`src/rtl/spi_slave_rx.sv`:
```
// -----------------------------------------------------------------------------
// spi_slave_rx
//
// Receive front-end for the SPI command port of vga_top. The SPI mode-0 pins
// arrive asynchronously to clk and are oversampled in the clk domain. Bytes are
// assembled MSB first and placed in a small FIFO. The FIFO hands them to the
// command/control logic over a valid/ready interface.
//
// Ports
//   clk        system clock, all logic on the rising edge
//   rst_n      synchronous active-low reset
//   CS         SPI chip select (active low, asynchronous)
//   SCK        SPI clock (idle low, asynchronous)
//   MOSI       SPI data, master to slave (asynchronous)
//   m_data     FIFO head byte, 0 when the FIFO is empty
//   m_valid    FIFO non-empty
//   m_ready    consumer accepts m_data when m_valid && m_ready
//   frame_err  one-cycle pulse when CS rises in the middle of a byte
//   overflow   sticky flag: a completed byte was dropped on a full FIFO
//   busy       synchronised CS is low (frame in progress)
// -----------------------------------------------------------------------------
module spi_slave_rx #(
   parameter int FIFO_DEPTH  = 4,
   parameter int SYNC_STAGES = 2
) (
   input  logic       clk,
   input  logic       rst_n,
   input  logic       CS,
   input  logic       SCK,
   input  logic       MOSI,
   output logic [7:0] m_data,
   output logic       m_valid,
   input  logic       m_ready,
   output logic       frame_err,
   output logic       overflow,
   output logic       busy
);

   localparam int PTR_W = $clog2(FIFO_DEPTH);
   localparam int CNT_W = PTR_W + 1;

   localparam logic [PTR_W-1:0] PTR_ONE  = {{(PTR_W-1){1'b0}}, 1'b1};
   localparam logic [CNT_W-1:0] CNT_ZERO = {CNT_W{1'b0}};
   localparam logic [CNT_W-1:0] CNT_ONE  = {{(CNT_W-1){1'b0}}, 1'b1};
   localparam logic [CNT_W-1:0] CNT_FULL = CNT_W'(FIFO_DEPTH);

   typedef enum logic [0:0] {
      ST_IDLE   = 1'b0,
      ST_ACTIVE = 1'b1
   } state_t;

   // ------------------------------------------------------------------------
   // Synchronisers and edge detection
   // ------------------------------------------------------------------------
   logic [SYNC_STAGES-1:0] cs_sync_r;
   logic [SYNC_STAGES-1:0] sck_sync_r;
   logic [SYNC_STAGES-1:0] mosi_sync_r;
   logic                   cs_d_r;
   logic                   sck_d_r;
   logic                   busy_r;

   logic cs_s;
   logic sck_s;
   logic mosi_s;
   logic sck_rise_s;
   logic cs_fall_s;
   logic cs_rise_s;

   // Equal-depth synchronisers keep MOSI aligned with the detected SCK edge.
   // busy is taken from the stage before the last one so that the registered
   // flag tracks the synchronised CS exactly, without an extra cycle of lag.
   always_ff @(posedge clk) begin
      if (!rst_n) begin
         cs_sync_r   <= {SYNC_STAGES{1'b1}};
         sck_sync_r  <= {SYNC_STAGES{1'b0}};
         mosi_sync_r <= {SYNC_STAGES{1'b0}};
         cs_d_r      <= 1'b1;
         sck_d_r     <= 1'b0;
         busy_r      <= 1'b0;
      end else begin
         cs_sync_r   <= {cs_sync_r[SYNC_STAGES-2:0], CS};
         sck_sync_r  <= {sck_sync_r[SYNC_STAGES-2:0], SCK};
         mosi_sync_r <= {mosi_sync_r[SYNC_STAGES-2:0], MOSI};
         cs_d_r      <= cs_sync_r[SYNC_STAGES-1];
         sck_d_r     <= sck_sync_r[SYNC_STAGES-1];
         busy_r      <= ~cs_sync_r[SYNC_STAGES-2];
      end
   end

   assign cs_s       = cs_sync_r[SYNC_STAGES-1];
   assign sck_s      = sck_sync_r[SYNC_STAGES-1];
   assign mosi_s     = mosi_sync_r[SYNC_STAGES-1];
   assign sck_rise_s = sck_s & ~sck_d_r;
   assign cs_fall_s  = ~cs_s & cs_d_r;
   assign cs_rise_s  = cs_s & ~cs_d_r;

   // ------------------------------------------------------------------------
   // Frame FSM and byte assembly
   // ------------------------------------------------------------------------
   state_t     state_r;
   logic [2:0] bit_cnt_r;
   logic [7:0] shift_r;
   logic [7:0] byte_r;
   logic       push_r;
   logic       frame_err_r;

   // Frame FSM: shifts on synchronised SCK rises while CS is low. It requests
   // a FIFO push one cycle after the eighth bit and flags CS rising mid-byte.
   always_ff @(posedge clk) begin
      if (!rst_n) begin
         state_r     <= ST_IDLE;
         bit_cnt_r   <= 3'd0;
         shift_r     <= 8'h00;
         byte_r      <= 8'h00;
         push_r      <= 1'b0;
         frame_err_r <= 1'b0;
      end else begin
         push_r      <= 1'b0;
         frame_err_r <= 1'b0;
         case (state_r)
            ST_IDLE: begin
               if (cs_fall_s) begin
                  state_r   <= ST_ACTIVE;
                  bit_cnt_r <= 3'd0;
               end else begin
                  state_r   <= ST_IDLE;
               end
            end
            ST_ACTIVE: begin
               if (cs_rise_s) begin
                  // The partial byte stays in shift_r, but it is never pushed.
                  state_r   <= ST_IDLE;
                  bit_cnt_r <= 3'd0;
                  if (bit_cnt_r != 3'd0) begin
                     frame_err_r <= 1'b1;
                  end else begin
                     frame_err_r <= 1'b0;
                  end
               end else if (sck_rise_s) begin
                  shift_r   <= {shift_r[6:0], mosi_s};
                  bit_cnt_r <= bit_cnt_r + 3'd1;
                  if (bit_cnt_r == 3'd7) begin
                     byte_r <= {shift_r[6:0], mosi_s};
                     push_r <= 1'b1;
                  end else begin
                     push_r <= 1'b0;
                  end
               end else begin
                  state_r <= ST_ACTIVE;
               end
            end
            default: begin
               state_r   <= ST_IDLE;
               bit_cnt_r <= 3'd0;
            end
         endcase
      end
   end

   // ------------------------------------------------------------------------
   // Output FIFO
   // ------------------------------------------------------------------------
   logic [7:0]       mem_r [FIFO_DEPTH];
   logic [PTR_W-1:0] wr_ptr_r;
   logic [PTR_W-1:0] rd_ptr_r;
   logic [CNT_W-1:0] count_r;
   logic [7:0]       m_data_r;
   logic             m_valid_r;
   logic             overflow_r;

   logic             pop_s;
   logic             full_s;
   logic             wr_en_s;
   logic             ovf_set_s;
   logic [PTR_W-1:0] rd_ptr_next_s;
   logic [CNT_W-1:0] remain_s;
   logic [CNT_W-1:0] count_next_s;
   logic [7:0]       head_next_s;

   // Next-state FIFO bookkeeping. A pop frees a slot for a push in the same
   // cycle, so a full FIFO still accepts a byte when the consumer pops.
   // head_next_s is the byte m_data shows after this edge. It is the pushed
   // byte when the FIFO is left empty by this cycle's pop, or empty before it.
   always_comb begin
      pop_s     = m_valid_r & m_ready;
      full_s    = (count_r == CNT_FULL);
      wr_en_s   = push_r & (~full_s | pop_s);
      ovf_set_s = push_r & full_s & ~pop_s;

      if (pop_s) begin
         rd_ptr_next_s = rd_ptr_r + PTR_ONE;
         remain_s      = count_r - CNT_ONE;
      end else begin
         rd_ptr_next_s = rd_ptr_r;
         remain_s      = count_r;
      end

      if (wr_en_s) begin
         count_next_s = remain_s + CNT_ONE;
      end else begin
         count_next_s = remain_s;
      end

      if (count_next_s == CNT_ZERO) begin
         head_next_s = 8'h00;
      end else if (remain_s == CNT_ZERO) begin
         head_next_s = byte_r;
      end else begin
         head_next_s = mem_r[rd_ptr_next_s];
      end
   end

   // FIFO storage, pointers, registered head/valid and the sticky overflow.
   always_ff @(posedge clk) begin
      if (!rst_n) begin
         for (int i = 0; i < FIFO_DEPTH; i++) begin
            mem_r[i] <= 8'h00;
         end
         wr_ptr_r   <= {PTR_W{1'b0}};
         rd_ptr_r   <= {PTR_W{1'b0}};
         count_r    <= CNT_ZERO;
         m_data_r   <= 8'h00;
         m_valid_r  <= 1'b0;
         overflow_r <= 1'b0;
      end else begin
         if (wr_en_s) begin
            mem_r[wr_ptr_r] <= byte_r;
            wr_ptr_r        <= wr_ptr_r + PTR_ONE;
         end
         rd_ptr_r  <= rd_ptr_next_s;
         count_r   <= count_next_s;
         m_data_r  <= head_next_s;
         m_valid_r <= (count_next_s != CNT_ZERO);
         if (ovf_set_s) begin
            overflow_r <= 1'b1;
         end
      end
   end

   assign m_data    = m_data_r;
   assign m_valid   = m_valid_r;
   assign frame_err = frame_err_r;
   assign overflow  = overflow_r;
   assign busy      = busy_r;

endmodule

```
`config.mk`:
```
export PLATFORM = sky130hd
export DESIGN_NAME = spi_slave_rx
export DESIGN_NICKNAME = d
export VERILOG_FILES = /design/src/rtl/spi_slave_rx.sv
export SDC_FILE = /design/constraint.sdc
export NUM_CORES = 1
export LEC_CHECK = 0
export BUFFER_PORTS_ARGS = -buffer_cell sky130_fd_sc_hd__buf_2
export CORE_MARGIN = 2
export CORE_UTILIZATION = 45
export DETAILED_ROUTE_END_ITERATION = 16
export GPL_ROUTABILITY_DRIVEN = 0
export SLEW_MARGIN = 20
export SYNTH_ARGS = -nofsm -noshare
export SYNTH_HDL_FRONTEND = slang
export SYNTH_SLANG_ARGS = --single-unit
```
`constraint.sdc`:
```
create_clock -name clk -period 2.9 [get_ports clk]
set_input_delay 0.435 -clock clk [delete_from_list [all_inputs] [get_ports clk]]
set_output_delay 0.435 -clock clk [all_outputs]
set_load 0.005 [all_outputs]
```
== After elaboration in Yosys (flattened, before gate mapping) ==
Memory sizes are Yosys's and may differ from the RTL's.
Index checks and enable logic that the tools add are counted.

* Memories: 1
* Output and inout port bits: 12
* Word-level logic and storage cells: 77
* Bits in writable memories: 32
* Register bits: 47
* Input bits: 6

* Muxes and demuxes: 20
* Bitwise operators: 18
* Reduce and logical (&&, ||, !) cells: 11
* $add $sub $neg: 5
* Eq/ne operators: 4

{| class="wikitable"
|+ Memories
! name !! depth !! width !! read ports !! clocked after memory_dff !! wr ports !! line !! source
|-
| mem_r || 4 || 8 || 1 || 0 || 4 || 163 || <nowiki>logic [7:0] mem_r [FIFO_DEPTH];</nowiki>
|}

{| class="wikitable"
|+ Operator list
! cell !! number
|-
| $mux 8 || 2
|-
| $mux 3 || 5
|-
| $not 1->1 || 10
|-
| $mux 1 || 9
|-
| $reduce_or 8->1 || 1
|-
| $and 1x1->1 || 7
|-
| $add 3x1->3 const B || 2
|-
| $eq 3x3->1 const B || 2
|-
| $logic_not 3->1 || 2
|-
| $pmux 3 s2 || 1
|-
| $reduce_and 3->1 || 2
|-
| $reduce_bool 3->1 || 2
|-
| $add 2x1->2 const B || 2
|-
| $mux 2 || 2
|-
| $reduce_and 4->1 || 1
|-
| $reduce_or 4->1 || 1
|-
| $ne 3x3->1 const B || 1
|-
| $sub 3x1->3 const B || 1
|-
| $ne 2x2->1 const B || 1
|-
| $pmux 1 s2 || 1
|-
| $reduce_and 2->1 || 1
|-
| $reduce_or 2->1 || 1
|-
| $or 1x1->1 || 1
|}

== Longest topological paths before layout ==
* Depth in word-level cells: 9
* Depth in mapped cells: 10
* Mapped depth without buffers: 9

== Worst setup path before layout ==
Ideal clock, no wire load.

* Path kind: reg2reg
* From: reg count_r[0]
* To: mem mem_r[1][0] (enable)
* Buffers on the path: 0
* Slack: 0.695 ns
* Data arrival time: 1.821 ns
* Cell stages (with the launch flop): 7
* Cell sequence: dfxtp_1 > inv_1 > ha_1 > ha_1 > a21bo_2 > nand2_1 > o21ai_0

{| class="wikitable"
|+ RTL lines
! item !! line !! source
|-
| start, declared || 166 || <nowiki>logic [CNT_W-1:0] count_r;</nowiki>
|-
| start signal, assigned || 231 || <nowiki>count_r <= count_next_s;</nowiki>
|-
| end, declared || 163 ||
|}

==> results.py <==
metrics = {
    "synthesis": {
        "ys_ff_latch": 79,
        "netlist.area_leader.share": 0.269,
        "yosysTopAreaCell": "edfxtp_1",
        "synth_flop_cell": "dfxtp_1",
        "synth_seq_area_share": 0.532,
        "yosysWarnings": 0,
        "async_flop_share": 0,
        "synth_common_cells": "nor2_1, dfxtp_1, edfxtp_1",
        "synthTopCellsByArea": "edfxtp_1, dfxtp_1, mux2i_1",
        "synth_nets": 348,
        "post-synth-top-count-cell": "nor2_1",
        "syn_area_per_cell_um2": 10.7,
        "syn_area_um2": 3580,
        "synth_edf_count": 32,
        "synth.distinct_cells": 39,
        "synthCells": 335,
    },
    "detailed_routing": {
        "num_vias": 2340,
        "drc": 0,
        "drt_iter0_drc": 128,
        "wirelength_um": 6730,
        "met3_length_um": 246,
        "route.met2.wl_um": 3030,
        "wl_met1_um": 3360,
        "postRouteAntennaNets": 0,
        "detail_route.wl_per_cell_um": 14.6,
        "top_layer_used": "met4",
        "firstDrtPassIters": 4,
        "via_per_inst": 5.09,
    },
    "setup_path": {
        "reg2reg_slack_ns": 0.42,
        "crit_top_cell": "ha_1",
        "r2r-end": "mem_r[0][7]$_SDFFCE_PN0P_",
        "crit_path_max_incr_delay_ns": 0.39,
        "criticalPathCategory": "reg -> reg",
        "cp_slowest_cell": "nand2b_1",
        "cp_cell_sequence": "inv_1 > ha_1 > ha_1 > a21bo_2 > nand2_1 > nor4_2 > buf_4 > nand2b_1",
        "cp.required_ns": 2.90,
        "worst_setup_path_start_kind": "flip-flop",
        "crit_arrival_ns": 2.47,
        "end_kind": "flip-flop",
        "ff2ff_path_depth": 8,
        "r2r-start": "count_r[0]$_SDFF_PN0_",
        "path_max_fanout": 9,
        "crit_start": "count_r[0]$_SDFF_PN0_",
    },
    "cts": {
        "cts_tree": "yes",
        "cts_buffers": 9,
        "cts_root_buf": "clkbuf_8",
        "cts-resized-gates": 0,
        "cts_sinks": 79,
        "cts_hold_buf": 0,
        "clock_path_buffers": 2,
        "post_cts_buffers": 0,
        "clk_pin_slew_ns": 0.08,
        "clock_latency_ns": 0.34,
        "h-tree-depth": 3,
    },
    "min_path": {
        "min_from": "CS",
        "worstHoldPathType": "in -> reg",
        "hold_depth": 2,
        "whs_endpoint": "cs_sync_r[0]$_SDFF_PN1_",
    },
    "die": {
        "rows": 32,
        "pin_count": 18,
        "fp.coreArea_um2": 7730,
        "initial_core_util": 0.463,
        "die_x_um": 93.1,
        "die_area_um2": 8680,
        "die_h_um": 93.1,
    },
    "grt": {
        "grt_max_degree": 35,
        "overflow": 0,
        "grtUsageTotal": 0.174,
        "grt_pass1_wl_um": 11600,
        "grt_pass1_vias": 2366,
        "antenna_found_initial": 0,
    },
    "sta": {
        "rsz0062_at_grt": "false",
        "post-route-period-util": 0.854,
        "fin_skew_ns": 0.00949,
        "worstMarginPinSlew_ns": 0.897,
        "timing.hold.ws_ns": 0.266,
        "fin_crit_ns": 2.48,
        "max_freq_ghz": 0.404,
        "report.final.slew_viol_count": 0,
        "max-slew-margin-rel": 0.399,
        "finalHoldViolCount": 0,
        "setup_viol": 0,
        "tns_ns": 0,
    },
    "finish": {
        "final.fill_count": 724,
        "syn2layout_area_growth_pct": 10.5,
        "final_cell_area_um2": 3950,
        "layout-drive-gt1-share": 0.159,
        "nNetsFinal": 366,
        "insertedDiodeCount": 0,
    },
    "power_and_ir_drop": {
        "pwr-share-seq": 0.493,
        "p_sw_frac": 0.285,
        "internal_power_w": 0.00185,
        "powerDensity_nw_per_um2": 656,
        "pwr-share-clk": 0.313,
        "leakagePower_nw": 1.65,
        "pwr-share-comb": 0.194,
        "irDropWorstVdd_mv": 0.262,
        "p_sw_w": 0.000740,
    },
    "job": {
        "cap_violations": 0,
    },
    "placed_design": {
        "port_buffers": 17,
        "placed_area_um2": 3750,
        "hpwl_um": 4760,
    },
    "status": {
        "status": "complete, no violations",
    },
}
==> layout make-up <==
cell class / instances / area, µm² / share of cell area
clock buffers: 9 / 124 / 0.0314
repair buffers: 25 / 145 / 0.0367
well taps: 102 / 128 / 0.0323
flip-flops and latches: 79 / 1900 / 0.481
inverters: 18 / 67.6 / 0.0171
multi-input cells: 220 / 1510 / 0.383
clock inverters: 7 / 71.3 / 0.0181
==> cells by family (layout without fill, tap and decap cells) <==
kind of cell	Yosys count	count (layout)	share of synthesized area
fa+ha+maj	7	7	0.0245
xor+xnor	5	5	0.0122
flops	79	79	0.532
buf+inv	36	59	0.0451
simple gates	141	141	0.192
compound gates	35	35	0.0770
mux	32	32	0.118
==> metal layers <==
metal,GRT usage,vias to the layer above
li1,-,1190
met3,0.0298,9
met5,0,-
met4,0.0723,0
met2,0.277,40
met1,0.235,1101
==> state kept, by name, indices dropped and copies added (netlist names) <==
| signal | cells |
|---|---|
| state_r | 1 |
| sck_sync_r | 2 |
| mem_r | 32 |
| push_r | 1 |
| cs_d_r | 1 |
| count_r | 3 |
| rd_ptr_r | 2 |
| byte_r | 8 |
| m_data | 8 |
| mosi_sync_r | 2 |
| frame_err | 1 |
| busy | 1 |
| shift_r | 7 |
| wr_ptr_r | 2 |
| m_valid | 1 |
| sck_d_r | 1 |
| bit_cnt_r | 3 |
| overflow | 1 |
| cs_sync_r | 2 |
==> worst max-delay path: cells and delay by family, from the launching register on <==
family                     cells  cell delay [ns]
and+or+nand+nor                3             0.80
adders and majority gates      2             0.42
DFF                            1             0.38
AOI/OAI and AO/OA              1             0.28
buffers and inverters          2             0.26
==> power groups by stage <==
stage	Sequential, W	Combinational, W	Clock [W]
6_report	0.00128	0.000503	0.000811
5_1_grt	0.00129	0.000564	0.000881
4_1_cts	0.00128	0.000507	0.000834
3_5_place_dp	0.00131	0.000504	0
3_3_place_gp	0.00131	0.000494	0
2_1_floorplan	0.00127	0.000422	0
==> stage by stage <==
step | power [W] | setup WS, ns | util | std cells
after global routing | 0.00274 | 0.169 | 0.511 | 460
after detailed placement | 0.00181 | 0.418 | 0.486 | 444
after floorplan | 0.00169 | 0.695 | - | 335
after CTS | 0.00262 | 0.389 | 0.511 | 460
after global placement | 0.00180 | 0.494 | 0.486 | 444
final | 0.00259 | 0.423 | 0.511 | 460
==> worst max path at each step <==
| stage | end | slack [ns] |
|---|---|---|
| 6_report | mem_r[0][7]$_SDFFCE_PN0P_ | 0.42 |
| 5_1_grt | mem_r[0][7]$_SDFFCE_PN0P_ | 0.17 |
| 4_1_cts | mem_r[0][7]$_SDFFCE_PN0P_ | 0.39 |
| 3_5_place_dp | mem_r[0][2]$_SDFFCE_PN0P_ | 0.42 |
| 3_3_place_gp | mem_r[0][2]$_SDFFCE_PN0P_ | 0.49 |
| 2_1_floorplan | mem_r[1][0]$_SDFFCE_PN0P_ | 0.69 |
==> cells in the final DEF (no fill, tap or decap), types with 2 or more instances in the layout <==
| cell type | netlist | layout |
|---|---|---|
| a211o_1 | 8 | 8 |
| a21bo_2 | 2 | 2 |
| a21oi_1 | 5 | 5 |
| a22oi_1 | 6 | 6 |
| a22oi_2 | 2 | 2 |
| and2_1 | 15 | 15 |
| and3_1 | 3 | 3 |
| buf_2 | 6 | 17 |
| buf_4 | 3 | 8 |
| clkbuf_8 | 0 | 9 |
| clkinv_2 | 0 | 2 |
| dfxtp_1 | 47 | 47 |
| edfxtp_1 | 32 | 32 |
| ha_1 | 7 | 7 |
| inv_1 | 18 | 18 |
| mux2i_1 | 24 | 24 |
| mux4_2 | 8 | 8 |
| nand2_1 | 22 | 22 |
| nand2b_1 | 5 | 5 |
| nand3_1 | 7 | 7 |
| nand4_1 | 4 | 4 |
| nor2_1 | 59 | 59 |
| nor2b_1 | 21 | 21 |
| o21ai_0 | 5 | 5 |
| xnor2_1 | 3 | 3 |
| xor2_1 | 2 | 2 |
(Power assumes the default switching activity.)
